## src/rtl/ex_mem_wb_pipe_pkg.sv

```systemverilog
// Shared types and widths for the EX/MEM/WB pipeline slice.
// Optional feature macro: LOAD_USE_STALL_EN (used by ex_mem_wb_pipe).
package ex_mem_wb_pipe_pkg;
    localparam int REG_ADDR_W = 4;
    localparam int XLEN       = 32;

    typedef enum logic [1:0] {
        IDLE = 2'd0,
        BUSY = 2'd1,
        DONE = 2'd2
    } mem_state_t;
endpackage

```

## src/rtl/mem_req_fsm.sv

```systemverilog
// MEM-stage control FSM and data-memory request handshake.
//   state | meaning
//   IDLE  | accepting EX beats, no memory access outstanding
//   BUSY  | dmem request held until ack, EX beats refused
//   DONE  | access finished, MEM result retires to WB, new beat accepted
import ex_mem_wb_pipe_pkg::*;

module mem_req_fsm (
    input  logic i_clk,
    input  logic i_rst_n,
    input  logic i_ex_fire,
    input  logic i_ex_memop,
    input  logic i_dmem_ack,
    output logic o_ex_ready,
    output logic o_dmem_req,
    output logic o_ack_fire
);
    mem_state_t r_state;
    logic       r_ready;
    logic       r_req;

    // State and registered handshake outputs move together so they never disagree
    always_ff @(posedge i_clk or negedge i_rst_n) begin
        if (!i_rst_n) begin
            r_state <= IDLE;
            r_ready <= 1'b1;
            r_req   <= 1'b0;
        end else begin
            case (r_state)
                IDLE, DONE: begin
                    if (i_ex_fire && i_ex_memop) begin
                        r_state <= BUSY;
                        r_ready <= 1'b0;
                        r_req   <= 1'b1;
                    end else begin
                        r_state <= IDLE;
                        r_ready <= 1'b1;
                        r_req   <= 1'b0;
                    end
                end
                BUSY: begin
                    if (i_dmem_ack) begin
                        r_state <= DONE;
                        r_ready <= 1'b1;
                        r_req   <= 1'b0;
                    end
                end
                default: begin
                    r_state <= IDLE;
                    r_ready <= 1'b1;
                    r_req   <= 1'b0;
                end
            endcase
        end
    end

    assign o_ex_ready = r_ready;
    assign o_dmem_req = r_req;
    // Ack only counts while a request is outstanding
    assign o_ack_fire = (r_state == BUSY) && i_dmem_ack;
endmodule

```

## src/rtl/ex_mem_wb_pipe.sv

```systemverilog
// EX->MEM->WB pipeline registers with a blocking data-memory port.
// Optional macro LOAD_USE_STALL_EN adds a hardware load-use stall term.
import ex_mem_wb_pipe_pkg::*;

module ex_mem_wb_pipe (
    input  logic                  clk,
    input  logic                  rst_n,
    input  logic                  ex_valid,
    input  logic                  ex_RegWrite,
    input  logic                  ex_MemRead,
    input  logic                  ex_MemWrite,
    input  logic [REG_ADDR_W-1:0] ex_rdAddr,
    input  logic [XLEN-1:0]       ex_alu_result,
    input  logic [XLEN-1:0]       ex_store_data,
    input  logic [REG_ADDR_W-1:0] rs1Addr_id,
    input  logic [REG_ADDR_W-1:0] rs2Addr_id,
    output logic                  ex_ready,
    output logic                  RegWrite_mem,
    output logic [REG_ADDR_W-1:0] rdAddr_mem,
    output logic [XLEN-1:0]       alu_mem,
    output logic                  RegWrite_wb,
    output logic [REG_ADDR_W-1:0] rdAddr_wb,
    output logic [XLEN-1:0]       wb_data,
    output logic                  dmem_req,
    output logic                  dmem_we,
    output logic [XLEN-1:0]       dmem_addr,
    output logic [XLEN-1:0]       dmem_wdata,
    input  logic                  dmem_ack,
    input  logic [XLEN-1:0]       dmem_rdata,
    output logic                  stall_id
);
    logic                  w_ex_fire;
    logic                  w_ack_fire;
    logic                  w_load_use;

    logic                  r_mem_valid;
    logic                  r_mem_regwrite;
    logic                  r_mem_memread;
    logic                  r_mem_memwrite;
    logic [REG_ADDR_W-1:0] r_mem_rd;
    logic [XLEN-1:0]       r_mem_alu;
    logic [XLEN-1:0]       r_mem_sdata;
    logic [XLEN-1:0]       r_load_data;

    logic                  r_wb_regwrite;
    logic [REG_ADDR_W-1:0] r_wb_rd;
    logic [XLEN-1:0]       r_wb_data;

    assign w_ex_fire = ex_valid && ex_ready;

    mem_req_fsm u_mem_req_fsm (
        .i_clk      (clk),
        .i_rst_n    (rst_n),
        .i_ex_fire  (w_ex_fire),
        .i_ex_memop (ex_MemRead || ex_MemWrite),
        .i_dmem_ack (dmem_ack),
        .o_ex_ready (ex_ready),
        .o_dmem_req (dmem_req),
        .o_ack_fire (w_ack_fire)
    );

    // MEM register: loads a new beat whenever the stage is ready, else holds
    always_ff @(posedge clk or negedge rst_n) begin
        if (!rst_n) begin
            r_mem_valid    <= 1'b0;
            r_mem_regwrite <= 1'b0;
            r_mem_memread  <= 1'b0;
            r_mem_memwrite <= 1'b0;
            r_mem_rd       <= '0;
            r_mem_alu      <= '0;
            r_mem_sdata    <= '0;
        end else if (ex_ready) begin
            r_mem_valid <= ex_valid;
            if (ex_valid) begin
                r_mem_regwrite <= ex_RegWrite;
                r_mem_memread  <= ex_MemRead;
                r_mem_memwrite <= ex_MemWrite;
                r_mem_rd       <= ex_rdAddr;
                r_mem_alu      <= ex_alu_result;
                r_mem_sdata    <= ex_store_data;
            end
        end
    end

    // Load data is captured on the acknowledging edge
    always_ff @(posedge clk or negedge rst_n) begin
        if (!rst_n) begin
            r_load_data <= '0;
        end else if (w_ack_fire && r_mem_memread) begin
            r_load_data <= dmem_rdata;
        end
    end

    // WB register: retires MEM when it advances, bubbles while MEM is blocked
    always_ff @(posedge clk or negedge rst_n) begin
        if (!rst_n) begin
            r_wb_regwrite <= 1'b0;
            r_wb_rd       <= '0;
            r_wb_data     <= '0;
        end else if (ex_ready) begin
            r_wb_regwrite <= r_mem_valid && r_mem_regwrite && !r_mem_memwrite
                             && (r_mem_rd != '0);
            r_wb_rd       <= r_mem_rd;
            r_wb_data     <= r_mem_memread ? r_load_data : r_mem_alu;
        end else begin
            r_wb_regwrite <= 1'b0;
        end
    end

`ifdef LOAD_USE_STALL_EN
    assign w_load_use = ex_valid && ex_MemRead && (ex_rdAddr != '0)
                        && ((ex_rdAddr == rs1Addr_id) || (ex_rdAddr == rs2Addr_id));
`else
    // Hazards are scheduled away by software; source addresses are unused
    assign w_load_use = 1'b0;
    logic w_unused_rs;
    assign w_unused_rs = ^{rs1Addr_id, rs2Addr_id};
`endif

    assign RegWrite_mem = r_mem_valid && r_mem_regwrite && (r_mem_rd != '0);
    assign rdAddr_mem   = r_mem_rd;
    assign alu_mem      = r_mem_alu;
    assign RegWrite_wb  = r_wb_regwrite;
    assign rdAddr_wb    = r_wb_rd;
    assign wb_data      = r_wb_data;
    assign dmem_we      = dmem_req && r_mem_memwrite;
    assign dmem_addr    = r_mem_alu;
    assign dmem_wdata   = r_mem_sdata;
    // Gated by reset so the combinational hazard term cannot leak out during reset
    assign stall_id     = rst_n && (!ex_ready || w_load_use);
endmodule

```

## config.mk

```make
export PLATFORM = sky130hd
export DESIGN_NAME = ex_mem_wb_pipe
export DESIGN_NICKNAME = d
export VERILOG_FILES = /design/src/rtl/ex_mem_wb_pipe_pkg.sv /design/src/rtl/mem_req_fsm.sv /design/src/rtl/ex_mem_wb_pipe.sv
export SDC_FILE = /design/constraint.sdc
export NUM_CORES = 1
export LEC_CHECK = 0
export ABC_AREA = 1
export BUFFER_PORTS_ARGS = -buffer_cell sky130_fd_sc_hd__buf_2
export CELL_PAD_IN_SITES_DETAIL_PLACEMENT = 1
export CELL_PAD_IN_SITES_GLOBAL_PLACEMENT = 1
export CORE_UTILIZATION = 37
export DETAILED_ROUTE_END_ITERATION = 8
export PLACE_DENSITY_LB_ADDON = 0.1
export RECOVER_POWER = 100
export SLEW_MARGIN = 0
export SYNTH_ARGS = -nofsm -noshare
export SYNTH_HDL_FRONTEND = slang
export SYNTH_HIERARCHICAL = 1
export SYNTH_SLANG_ARGS = --single-unit
export TNS_END_PERCENT = 20
```

## constraint.sdc

```tcl
create_clock -name clk -period 2.05 [get_ports clk]
set_clock_uncertainty 0.15 [all_clocks]
set_input_delay 0.41 -clock clk [delete_from_list [all_inputs] [get_ports clk]]
set_output_delay 0.41 -clock clk [all_outputs]
set_load 0.03 [all_outputs]
```

Yosys cells after proc, flatten, opt, wreduce, memory -nomap -nowiden

Cells that the tools add are included.

Register bits: 145
Output and inout port bits: 142
Word-level logic and storage cells: 45

Eq/ne operators: 3
Mux-type cells: 11
Reductions and logical operators: 17

Operators by type and width:

| cell                 | count |
|---|---|
| $mux W32             | 1 |
| $logic_and A1 B1 Y1  | 10 |
| $mux W1              | 6 |
| $pmux W1 S2          | 2 |
| $pmux W2 S2          | 1 |
| $reduce_bool A4 Y1   | 1 |
| $eq A2 B1 Y1 const B | 1 |
| $eq A2 B2 Y1 const B | 1 |
| $logic_not A1 Y1     | 2 |
| $logic_not A2 Y1     | 1 |
| $mux W2              | 1 |
| $ne A2 B2 Y1 const B | 1 |
| $reduce_and A2 Y1    | 1 |
| $reduce_or A2 Y1     | 1 |
| $logic_or A1 B1 Y1   | 1 |

Depth between registers and ports, before layout

Depth in word-level cells: 4
Mapped depth: 7

Hierarchy

Netlist, hierarchy kept.

By module, submodules not included:

| module         | times used | cells an instance | area an instance (um2) | sequential area each (um2) |
|---|---|---|---|---|
| ex_mem_wb_pipe | 1          | 710               | 5968.2                 | 3528.4 |
| mem_req_fsm    | 1          | 13                | 121.4                  | 76.3 |

Least setup slack after synthesis

No wires, ideal clock.

Path type: flip-flop to output port
Start point: reg u_mem_req_fsm.r_ready (netlist: u_mem_req_fsm/o_ex_ready)
End point: out stall_id
Arrival time: 1191 ps
Required time: 1490 ps
Setup slack: 299 ps
Cell stages (with the launch flop): 4
Path buffers: 2
Cells stage by stage: dfstp_2 buf_2 buf_2 nor2_1

Longest elaborated chain between the ends: 2

Ends and longest elaborated chain:

| element                  | line                  | source |
|---|---|---|
| start: declaration       | mem_req_fsm.sv:19     | `logic r_ready;` |
| start signal: assignment | mem_req_fsm.sv:26     | `r_ready <= 1'b1;` |
| start signal: assignment | mem_req_fsm.sv:33     | `r_ready <= 1'b0;` |
| start signal: assignment | mem_req_fsm.sv:37     | `r_ready <= 1'b1;` |
| $logic_not A1 Y1         | ex_mem_wb_pipe.sv:130 | `assign stall_id = rst_n && (!ex_ready \|\| w_load_use);` |
| $logic_and A1 B1 Y1      | ex_mem_wb_pipe.sv:130 |  |
| end: declaration         | ex_mem_wb_pipe.sv:30  | `output logic stall_id` |

Every way passes these cells.

Worst setup path after layout

Same ends and word-level chain as after synthesis.

==> results.txt <==
- The layout has 2059 filler cells.
- For this design, the sink count on the clock tree is 144.
- Dividing the final minimum period by the clock period gives 0.954.
- Yosys mapped a number of flops with a built-in enable equal to 0.
- Synth Warn #: 6
- Leakage power figure: a little over 4 nW
- For this run, the top clock speed supported by timing is 0.512 GHz.
- Number of nets in the layout: 1052
* Initial DRT Pass Iterations: 5
- Global route total overflow: 0
- The first global-routing pass estimated between 20 and 30 mm of wire.
- Crit path launch type: flip-flop
- Post-Syn Nets: 838
* Worst hold-check slack: 0.0361 ns
- No sink is reached through more buffers than the 2 on the longest clock path.
- Setup repair after global routing left no endpoint under its margin.
- The synthesized netlist occupies a cell area of 6090 sq um.
* Worst hold path startpoint: ex_store_data[2]
- For this design the ratio of total power to cell area is approximately 1800 nW/um^2.
* Number of flip-flops and latches in the synthesized netlist: 144
* Skew-Pair Late Insertion Delay: 0.42 ns
* Routability-driven placement congestion ratio: about 0.75
* Headroom to the max-slew limit: 0.105
- Floorplan die area: 17000 sq um
* Setup CP Type: flip-flop to output port
* Mean number of vias per cell: 4.69
- Slew of the pin with the lowest slew margin: approximately 1.3 ns
- Max-capacitance violation count: 0
* Classification of the worst-slack hold path: input pin to flip-flop
- HPWL after DPL: 12.5 mm
* Post-route antenna net violation count: 0
* Instance count of the mapped netlist: 723
- Highest fanout seen on the critical path: 16
- Routed length on met1: 7.12 mm
- Total track usage: 0.219
* Final worst path period need: 1.95 ns
* Final Hold Viols: 0
- Total length of routed met3 wires: 1.24 mm
- Io pins: 257
- Synthesis instantiated 16 different standard cells from the library.
- In the final layout, the share of cells above drive strength 1 is 0.162.
- In the final routed layout, each cell accounts on average for 15.2 microns.
- Setup total negative slack on the finished layout was measured at 0 ns.
- Vias in the first global route: 5673
* Topmost layer with routed signal wires: met4
- Top_reg_cell synth: dfrtp_1
- STA classifies the critical path endpoint as an output port.
* DR vias: 5467
- Die Ht: around 130 microns
* Die width: 130 microns
- Number of antenna violations at the first check in global routing: 1
- Startpoint of the most critical register-to-register path: u_mem_req_fsm/o_ex_ready$_DFFE_PN1P_
* Std-Cell Rows: 46
- The root buffer cell chosen for the clock tree is clkbuf_16.
* DRC errors left: 0
- Clock-pin slew was measured on the worst setup and hold paths at ~0.06 ns.
- TritonCTS built the clock tree.
* TritonCTS Buffers: 17
- Summed over all nets, wire length on met2 after detailed routing comes to 9.07 mm.
- CP Data Required Time: 1.49 ns
* Pin count of the biggest net entering global routing: 145
- The share of the Yosys chip area taken by registers is 0.592.
* Run status: completed
- In this run the number of H-tree levels came out at 4.
* Final setup violation count: 0
- Aggregate routed wire length: 17.7 mm
- For the worst setup path, the data arrival time is between 1 and 1.5 ns.
* Launch point of the critical path: u_mem_req_fsm/o_ex_ready$_DFFE_PN1P_
- The average instance in the mapped netlist occupies 8.42 sq um.
- Slew Viols, Final: 0
- The core region is roughly 16000 sq um.
- In the synthesized netlist the async set-or-reset flop fraction comes to 1.00.
- Starting density of the core: 0.381
- The detailed router finished its first iteration with 207 violations.
- Post-CTS timing repair inserted 0 buffers for setup.
- Across the VDD grid, the largest voltage drop is between 0.0006 and 0.0007 V.
- Buffers placed on the I/O ports in this run total between 200 and 250.
- Relative to the synthesized area, the layout overhead comes to 26.1%.
worst paths after layout:
kind                                                              to  slack [ns]  cells after the start
worst max-delay path                                        stall_id         0.1                      3
worst min register to register  u_mem_req_fsm/r_state[1]$_DFFE_PN0P_        0.31                      1
worst max register to register               alu_mem[21]$_DFFE_PN0P_        0.18                      4
min in group asynchronous                r_load_data[10]$_DFFE_PN0P_        0.42                      2
max in group asynchronous                r_load_data[30]$_DFFE_PN0P_        0.41                      2
worst min-delay path                       dmem_wdata[2]$_DFFE_PN0P_        0.04                      3
metrics by stage:
| step | cells | area, sq um | setup WS, ns | util | power, W |
|---|---|---|---|---|---|
| after detailed placement | 1134 | 7350 | 0.330 | 0.459 | 0.0110 |
| after floorplan | 723 | 6090 | 0.299 | - | 0.00913 |
| after CTS | 1165 | 7910 | 0.0327 | 0.495 | 0.0140 |
| final | 1166 | 7680 | 0.0950 | 0.480 | 0.0135 |
| after global placement | 1134 | 7350 | 0.387 | 0.459 | 0.0107 |
| after global routing | 1166 | 7680 | 0.0246 | 0.480 | 0.0144 |
where the power goes:
part | leakage, nW | switching (W) | total (W) | internal [W]
registers | 1.70 | 0.000669 | 0.00472 | 0.00406
clock network | 0.274 | 0.00118 | 0.00293 | 0.00175
logic | 2.11 | 0.00446 | 0.00580 | 0.00134
sequential cells by signal (all words and copies together), names as in the netlist, 4 cells and up:
name,cells
r_load_data,32
wb_data,32
rdAddr_mem,4
dmem_wdata,32
rdAddr_wb,4
alu_mem,32
synth_stat cells (8+ instances only):
master / count / area (sq um)
a21oi_1: 33 / 165
buf_2: 20 / 100
buf_4: 40 / 300
clkbuf_1: 8 / 30.0
dfrtp_1: 143 / 3580
inv_1: 72 / 270
nand2_1: 294 / 1100
nand3_1: 34 / 170
nor2_1: 37 / 139
o21ai_0: 22 / 110
o21ai_1: 12 / 60.1
kinds of logic (layout without fill, tap and decap cells):
| kind of cell | after synthesis | count (layout) | synth area share |
|---|---|---|---|
| and+or+nand+nor | 370 | 370 | 0.237 |
| DFF | 144 | 144 | 0.592 |
| buffers and inverters | 142 | 368 | 0.116 |
| other | 0 | 1 | 0 |
| AOI/OAI and AO/OA | 67 | 67 | 0.0551 |
routing by layer:
layer,up-vias,track usage
met4,0,0.0841
li1,2587,-
met2,158,0.381
met5,-,0
met3,24,0.0709
met1,2698,0.250
layout by cell type, fill, tap and decap left out, drive strengths merged:
master	Yosys	final
clkbuf	8	168
nand3	34	34
o21ai	34	34
a21oi	33	33
dfstp	1	1
nand4	1	1
nand2	296	296
nor2	37	37
clkinvlp	0	2
buf	60	116
clkinv	0	7
bufinv	0	1
diode	0	1
inv	74	74
nor3	2	2
dfrtp	143	143
final cells by class:
type / count / area (sq um) / share of cell area
Antenna cell: 1 / 2.50 / 0.000326
Clock buffer: 21 / 470 / 0.0613
Clock inverter: 10 / 87.6 / 0.0114
Inverter: 74 / 278 / 0.0362
Multi-Input combinational cell: 437 / 1770 / 0.231
Sequential cell: 144 / 3600 / 0.469
Tap cell: 216 / 270 / 0.0352
Timing Repair Buffer: 263 / 1190 / 0.156
what timing repair did:
| action | in CTS | in global routing |
|---|---|---|
| hold buffers | 0 | 0 |
| hold endpoints to repair | 0 | 0 |
| endpoints found under the setup margin | 2 | 1 |
| gates resized for setup | 1 | 1 |
| pin swaps | 0 | 0 |
critical path: stages, from the launching register on:
cell	delay [ns]
dfstp_2	0.56
buf_8	0.18
nor2_1	0.06
buf_2	0.18
No activity file was read; power rests on OpenSTA's default activity.
